<file path="src/rtl/hazard_pkg.sv">
// Shared select codes, pipeline slot layout and producer test for the hazard/forwarding unit.
// Latency: n/a (declarations and a pure function only).
// Backpressure: n/a.
package hazard_pkg;

    localparam logic [1:0] SEL_RF    = 2'b00;
    localparam logic [1:0] SEL_EXMEM = 2'b01;
    localparam logic [1:0] SEL_MEMWB = 2'b10;
    localparam logic [1:0] SEL_ALT   = 2'b11;

    localparam int SLOT_RD_W = 3;

    typedef struct packed {
        logic                 valid;
        logic [SLOT_RD_W-1:0] rd;
        logic                 reg_write;
        logic                 mem_read;
    } slot_t;

    // A slot produces r only when it will really write r; r0 is hardwired zero.
    function automatic logic produces(slot_t s, logic [SLOT_RD_W-1:0] r);
        return s.valid && s.reg_write && (s.rd == r) && (r != '0);
    endfunction

endpackage

</file>
<file path="src/rtl/hazard_slot_reg.sv">
// One pipeline tracking slot: captures d each cycle, or a bubble when bubble=1.
// Latency: 1 cycle.
// Backpressure: none; always advances, async reset clears to an empty slot.
module hazard_slot_reg
    import hazard_pkg::*;
(
    input  logic  clk,
    input  logic  rst,
    input  logic  bubble,
    input  slot_t d,
    output slot_t q
);

    // Advance the slot, inserting an empty entry when asked.
    always_ff @(posedge clk or posedge rst) begin
        if (rst)
            q <= '0;
        else if (bubble)
            q <= '0;
        else
            q <= d;
    end

endmodule

</file>
<file path="src/rtl/hazard_fwd_unit.sv">
// Hazard detection and operand-forwarding select generation; HAZARD_FWD_FORWARD_EN enables forwarding.
// Latency: selects registered with the instruction into EX (1 cycle); stall is combinational.
// Backpressure: stall holds PC and IF/ID; a bubble enters EX on stall or flush.
module hazard_fwd_unit
    import hazard_pkg::*;
#(
    parameter int REG_ADDR_W = SLOT_RD_W  // must match the slot rd width
) (
    input  logic                  clk,
    input  logic                  rst,
    input  logic                  id_valid,
    input  logic [REG_ADDR_W-1:0] id_rs,
    input  logic [REG_ADDR_W-1:0] id_rt,
    input  logic [REG_ADDR_W-1:0] id_rd,
    input  logic                  id_reg_write,
    input  logic                  id_mem_read,
    input  logic                  id_use_imm,
    input  logic                  id_use_pc,
    input  logic                  flush,
    output logic [1:0]            fwd_a_sel,
    output logic [1:0]            fwd_b_sel,
    output logic                  stall
);

    slot_t      id_slot, ex_q, mem_q, wb_q;
    logic       load_ex;
    logic       use_rs, use_rt;
    logic       rs_ex, rs_mem, rt_ex, rt_mem;
    logic       hazard;
    logic [1:0] sel_a_nxt, sel_b_nxt;
    logic       slot_unused;

    // Only part of the oldest slots feeds the decision logic in each build.
    assign slot_unused = ^{wb_q, mem_q.mem_read};

    // Attributes of the ID instruction as they would enter EX.
    always_comb begin
        id_slot           = '0;
        id_slot.valid     = 1'b1;
        id_slot.rd        = id_rd;
        id_slot.reg_write = id_reg_write;
        id_slot.mem_read  = id_mem_read;
    end

    // Producer matches of the ID sources against the newer slots.
    always_comb begin
        use_rs = !id_use_pc;
        use_rt = !id_use_imm;
        rs_ex  = produces(ex_q,  id_rs);
        rs_mem = produces(mem_q, id_rs);
        rt_ex  = produces(ex_q,  id_rt);
        rt_mem = produces(mem_q, id_rt);
    end

`ifdef HAZARD_FWD_FORWARD_EN
    // Forwarding build: only a load in EX must wait; EX beats MEM on a double match.
    always_comb begin
        hazard    = ex_q.mem_read && ((use_rs && rs_ex) || (use_rt && rt_ex));
        sel_a_nxt = id_use_pc  ? SEL_ALT : rs_ex ? SEL_EXMEM : rs_mem ? SEL_MEMWB : SEL_RF;
        sel_b_nxt = id_use_imm ? SEL_ALT : rt_ex ? SEL_EXMEM : rt_mem ? SEL_MEMWB : SEL_RF;
    end
`else
    logic rs_wb, rt_wb;

    // Interlock-only build: wait until no in-flight slot still owes a used source.
    always_comb begin
        rs_wb     = produces(wb_q, id_rs);
        rt_wb     = produces(wb_q, id_rt);
        hazard    = (use_rs && (rs_ex || rs_mem || rs_wb)) ||
                    (use_rt && (rt_ex || rt_mem || rt_wb));
        sel_a_nxt = id_use_pc  ? SEL_ALT : SEL_RF;
        sel_b_nxt = id_use_imm ? SEL_ALT : SEL_RF;
    end
`endif

    // Flush outranks stall; reset forces stall low without waiting for a clock.
    always_comb begin
        stall   = !rst && id_valid && !flush && hazard;
        load_ex = id_valid && !stall && !flush;
    end

    hazard_slot_reg u_ex  (.clk(clk), .rst(rst), .bubble(!load_ex), .d(id_slot), .q(ex_q));
    hazard_slot_reg u_mem (.clk(clk), .rst(rst), .bubble(1'b0),     .d(ex_q),    .q(mem_q));
    hazard_slot_reg u_wb  (.clk(clk), .rst(rst), .bubble(1'b0),     .d(mem_q),   .q(wb_q));

    // Selects travel into EX with their instruction; a bubble carries register-file selects.
    always_ff @(posedge clk or posedge rst) begin
        if (rst) begin
            fwd_a_sel <= SEL_RF;
            fwd_b_sel <= SEL_RF;
        end else if (load_ex) begin
            fwd_a_sel <= sel_a_nxt;
            fwd_b_sel <= sel_b_nxt;
        end else begin
            fwd_a_sel <= SEL_RF;
            fwd_b_sel <= SEL_RF;
        end
    end

endmodule
</file>
<file path="config.mk">
export PLATFORM = sky130hd
export DESIGN_NAME = hazard_fwd_unit
export DESIGN_NICKNAME = d
export VERILOG_FILES = /design/src/rtl/hazard_pkg.sv /design/src/rtl/hazard_slot_reg.sv /design/src/rtl/hazard_fwd_unit.sv
export SDC_FILE = /design/constraint.sdc
export NUM_CORES = 1
export LEC_CHECK = 0
export BUFFER_PORTS_ARGS = -buffer_cell sky130_fd_sc_hd__buf_4
export CAP_MARGIN = 5
export CORE_MARGIN = 2
export CORE_UTILIZATION = 30
export CTS_BUF_LIST = sky130_fd_sc_hd__clkbuf_8
export DETAILED_ROUTE_END_ITERATION = 8
export GPL_TIMING_DRIVEN = 0
export SYNTH_ARGS = -nofsm -noshare
export SYNTH_HDL_FRONTEND = slang
export SYNTH_SLANG_ARGS = --single-unit
</file>
<file path="constraint.sdc">
create_clock -name clk -period 2.5 [get_ports clk]
set_input_delay 0.5 -clock clk [delete_from_list [all_inputs] [get_ports clk]]
set_output_delay 0.5 -clock clk [all_outputs]
set_load 0.03 [all_outputs]
</file>
==> summary.md <==
| Metric | Value |
|---|---|
| RSZ-0062 raised after global routing | `false` |
| Max-capacitance violation count | `0` |
| Die Area | `3100 um2` |
| GR Overflow Total | `0` |
| Io pins | `22` |
| Antenna violations before repair | `0` |
| Wirelength per Cell | `12.9 um` |
| Critical Path RT | `2.00 ns` |
| CTS tree | `built` |
| Synthesized cell area | `801 um2` |
| Vias in the first global route | `620` |
| Worst-skew pair later-pin latency | `0.25 ns` |
| Tcrit/Tclk final | `89.1%` |
| Library cells used by synthesis | `14` |
| Cells after Synth | `69` |
| Grt peak-use layer | `met2` |
| Global routing usage on met2 | `19.6%` |
| Fin Clk Skew | `0.00220 ns` |
| Root Buffer | `clkbuf_8` |
| M1 GR Usage | `14.6%` |
| CP max FO | `4` |
| Final Critical Period | `2.23 ns` |
| Pins Over Slew Limit | `0` |
| Diodes inserted | `0` |
| Relative slew slack | `58.6%` |
| PortBufs | `20` |
| DIE HEIGHT | `55.7 um` |
| Yosys top cell by area | `dfrtp_1` |
| Global Route Usage Sum | `11.5%` |
| CTS buffer count | `3` |
| Crit Path Class | `in2out` |
| Hold Slack | `0.344 ns` |
| Top cell type's share of synthesized area | `53.1%` |
| Leakage | `0.543 nW` |
| Sw Share | `23.6%` |
| Kind of start point of the critical path | `primary input` |
| Switch Pwr | `0.000134 W` |
| Largest cells by area after synthesis | `dfrtp_1 53%, xor2_1 20%, nor3_2 6.3%, nor4_1 4.7%, nand2_1 3.3%` |
| First-pass GRT wire length | `2740 um` |
| Fmax | `449 MHz` |
| Post-CTS resize count | `0` |
| Status | `completed` |
| Initial Utilization | `32.0%` |
| Clk pwr share | `35.2%` |
| Layout cells sized above 1 | `35.5%` |
| Internal power | `0.000432 W` |
| Final wirelength | `1580 um` |
| PwrDens | `547 nW/um2` |
| Post-CTS setup buffer count | `0` |
| GR Layer Usage met3 | `2.79%` |
| # hold bufs at CTS | `0` |
| Via density | `4.77` |
| Placement Rows | `18` |
| Total number of vias | `587` |
| Arrival time of the worst setup path | `1.73 ns` |
| CTS Sinks | `17` |
| Dpl hpwl | `1290 um` |
| Seq/Total Area, Yosys | `53.1%` |
| Hold Path Class | `in2async` |
| Sequential share of power | `52.0%` |
| CTS H-Tree Depth | `1` |
| Routed Antenna Nets | `0` |
| Pin count of the biggest net entering global routing | `18` |
| First-pass iteration count of the detailed router | `2` |
| Initial DRC count | `4` |
| Worst setup EP type | `output pin` |
| Clock Pin Slew Worst Setup and Hold Paths | `0.06 ns` |
| Die width | `55.7 um` |
| VDD IR max | `0.327 mV` |
| Post-Syn Area per Cell | `11.6 um2` |
| Mapped Nets | `86` |
| Flops & latches, synth | `17` |
| Core area | `2500 um2` |
| Area delta synth->final | `29.2%` |
| Final setup viols | `0` |
| Combinational share of power | `12.9%` |
| Longest Clk Path Bufs | `2` |
| Final #Nets | `111` |
| Remaining DRCs | `0` |
| Hold Fails Final Rpt | `0` |
| RD Place Congestion | `0.736` |
| Worst Max-Slew Pin Slew | `0.620 ns` |
| Yosys warns | `0` |
| Setup tns final | `0 ns` |
## through the flow
step | setup WS [ns] | util (%) | total power [W] | cell area [um2] | cells
after floorplan | 0.391 | - | 0.000335 | 801 | 69
after global placement | 0.240 | 39.5 | 0.000371 | 988 | 119
after detailed placement | 0.263 | 39.5 | 0.000372 | 988 | 119
after CTS | 0.244 | 41.4 | 0.000571 | 1030 | 123
after global routing | 0.128 | 41.4 | 0.000595 | 1030 | 123
final | 0.273 | 41.4 | 0.000566 | 1030 | 123
## cell families (layout without fill, tap and decap cells)
kind of cell	Yosys count	in the layout	synth area share, %
DFF	17	17	53.1
AOI/OAI and AO/OA	5	5	5.00
xor gates and xnor gates	18	18	19.7
buffers and inverters	3	27	2.34
and+or+nand+nor	26	26	19.8
## synthesized netlist by cell type (all sizes together)
master  count
o31a        2
nor3        9
and3        2
nor2b       1
dfrtp      17
inv         1
nand2b      1
o31ai       2
a21oi       1
nor4        6
nand2       7
buf         2
xor2       18
## sequential cells by signal, indices dropped and copies added (netlist names)
signal     cells
fwd_a_sel      1
u_ex.q         5
u_mem.q        5
u_wb.q         5
fwd_b_sel      1
## final cells by class
class / count / area, um2
plain buffers: 2 / 15.0
clock inverters: 1 / 5.00
inverters: 1 / 3.75
clock buffers: 3 / 41.3
flip-flops and latches: 17 / 425
well taps: 30 / 37.5
repair buffers: 20 / 150
fillers: 239 / 1470
multi-input cells: 49 / 357
## cell usage in the layout (no fill, tap or decap)
master,netlist,final
and3_1,2,2
clkinv_2,0,1
nor3_1,4,4
o31a_2,2,2
buf_4,2,22
clkbuf_8,0,3
nand2_1,7,7
a21oi_1,1,1
nor4_1,6,6
xor2_1,18,18
nand2b_1,1,1
inv_1,1,1
dfrtp_1,17,17
nor3_2,5,5
o31ai_1,2,2
nor2b_1,1,1
## final timing paths
kind / startpoint / endpoint / slack [ns] / cells after the start
max: id_rs[2] / stall / 0.27 / 6
min: rst / u_ex.q[5]$_DFF_PP0_ / 0.34 / 2
max reg2reg: u_mem.q[4]$_DFF_PP0_ / u_ex.q[3]$_DFF_PP0_ / 1.04 / 4
min reg2reg: u_mem.q[5]$_DFF_PP0_ / u_wb.q[5]$_DFF_PP0_ / 0.37 / 0
max in group asynchronous: rst / u_wb.q[3]$_DFF_PP0_ / 1.76 / 2
min in group clk: u_mem.q[5]$_DFF_PP0_ / u_wb.q[5]$_DFF_PP0_ / 0.37 / 0
## layer usage
metal	wire [um]	vias up
li1	-	289
met1	724	279
met2	779	17
met3	68	2
met4	8	0
met5	0	-
## power by group through the flow
stage	Sequential, W	Clock (W)	Combinational, W
floorplan	0.000300	0	0.0000344
global placement	0.000299	0	0.0000716
detailed placement	0.000299	0	0.0000732
CTS	0.000294	0.000203	0.0000738
global route	0.000295	0.000219	0.0000804
finish	0.000294	0.000199	0.0000728
## worst max-delay path: stages
cell,delay (ns)
buf_4,0.14
xor2_1,0.15
nor4_1,0.41
o31ai_1,0.16
a21oi_1,0.18
buf_4,0.18
(Power assumes the default switching activity.)
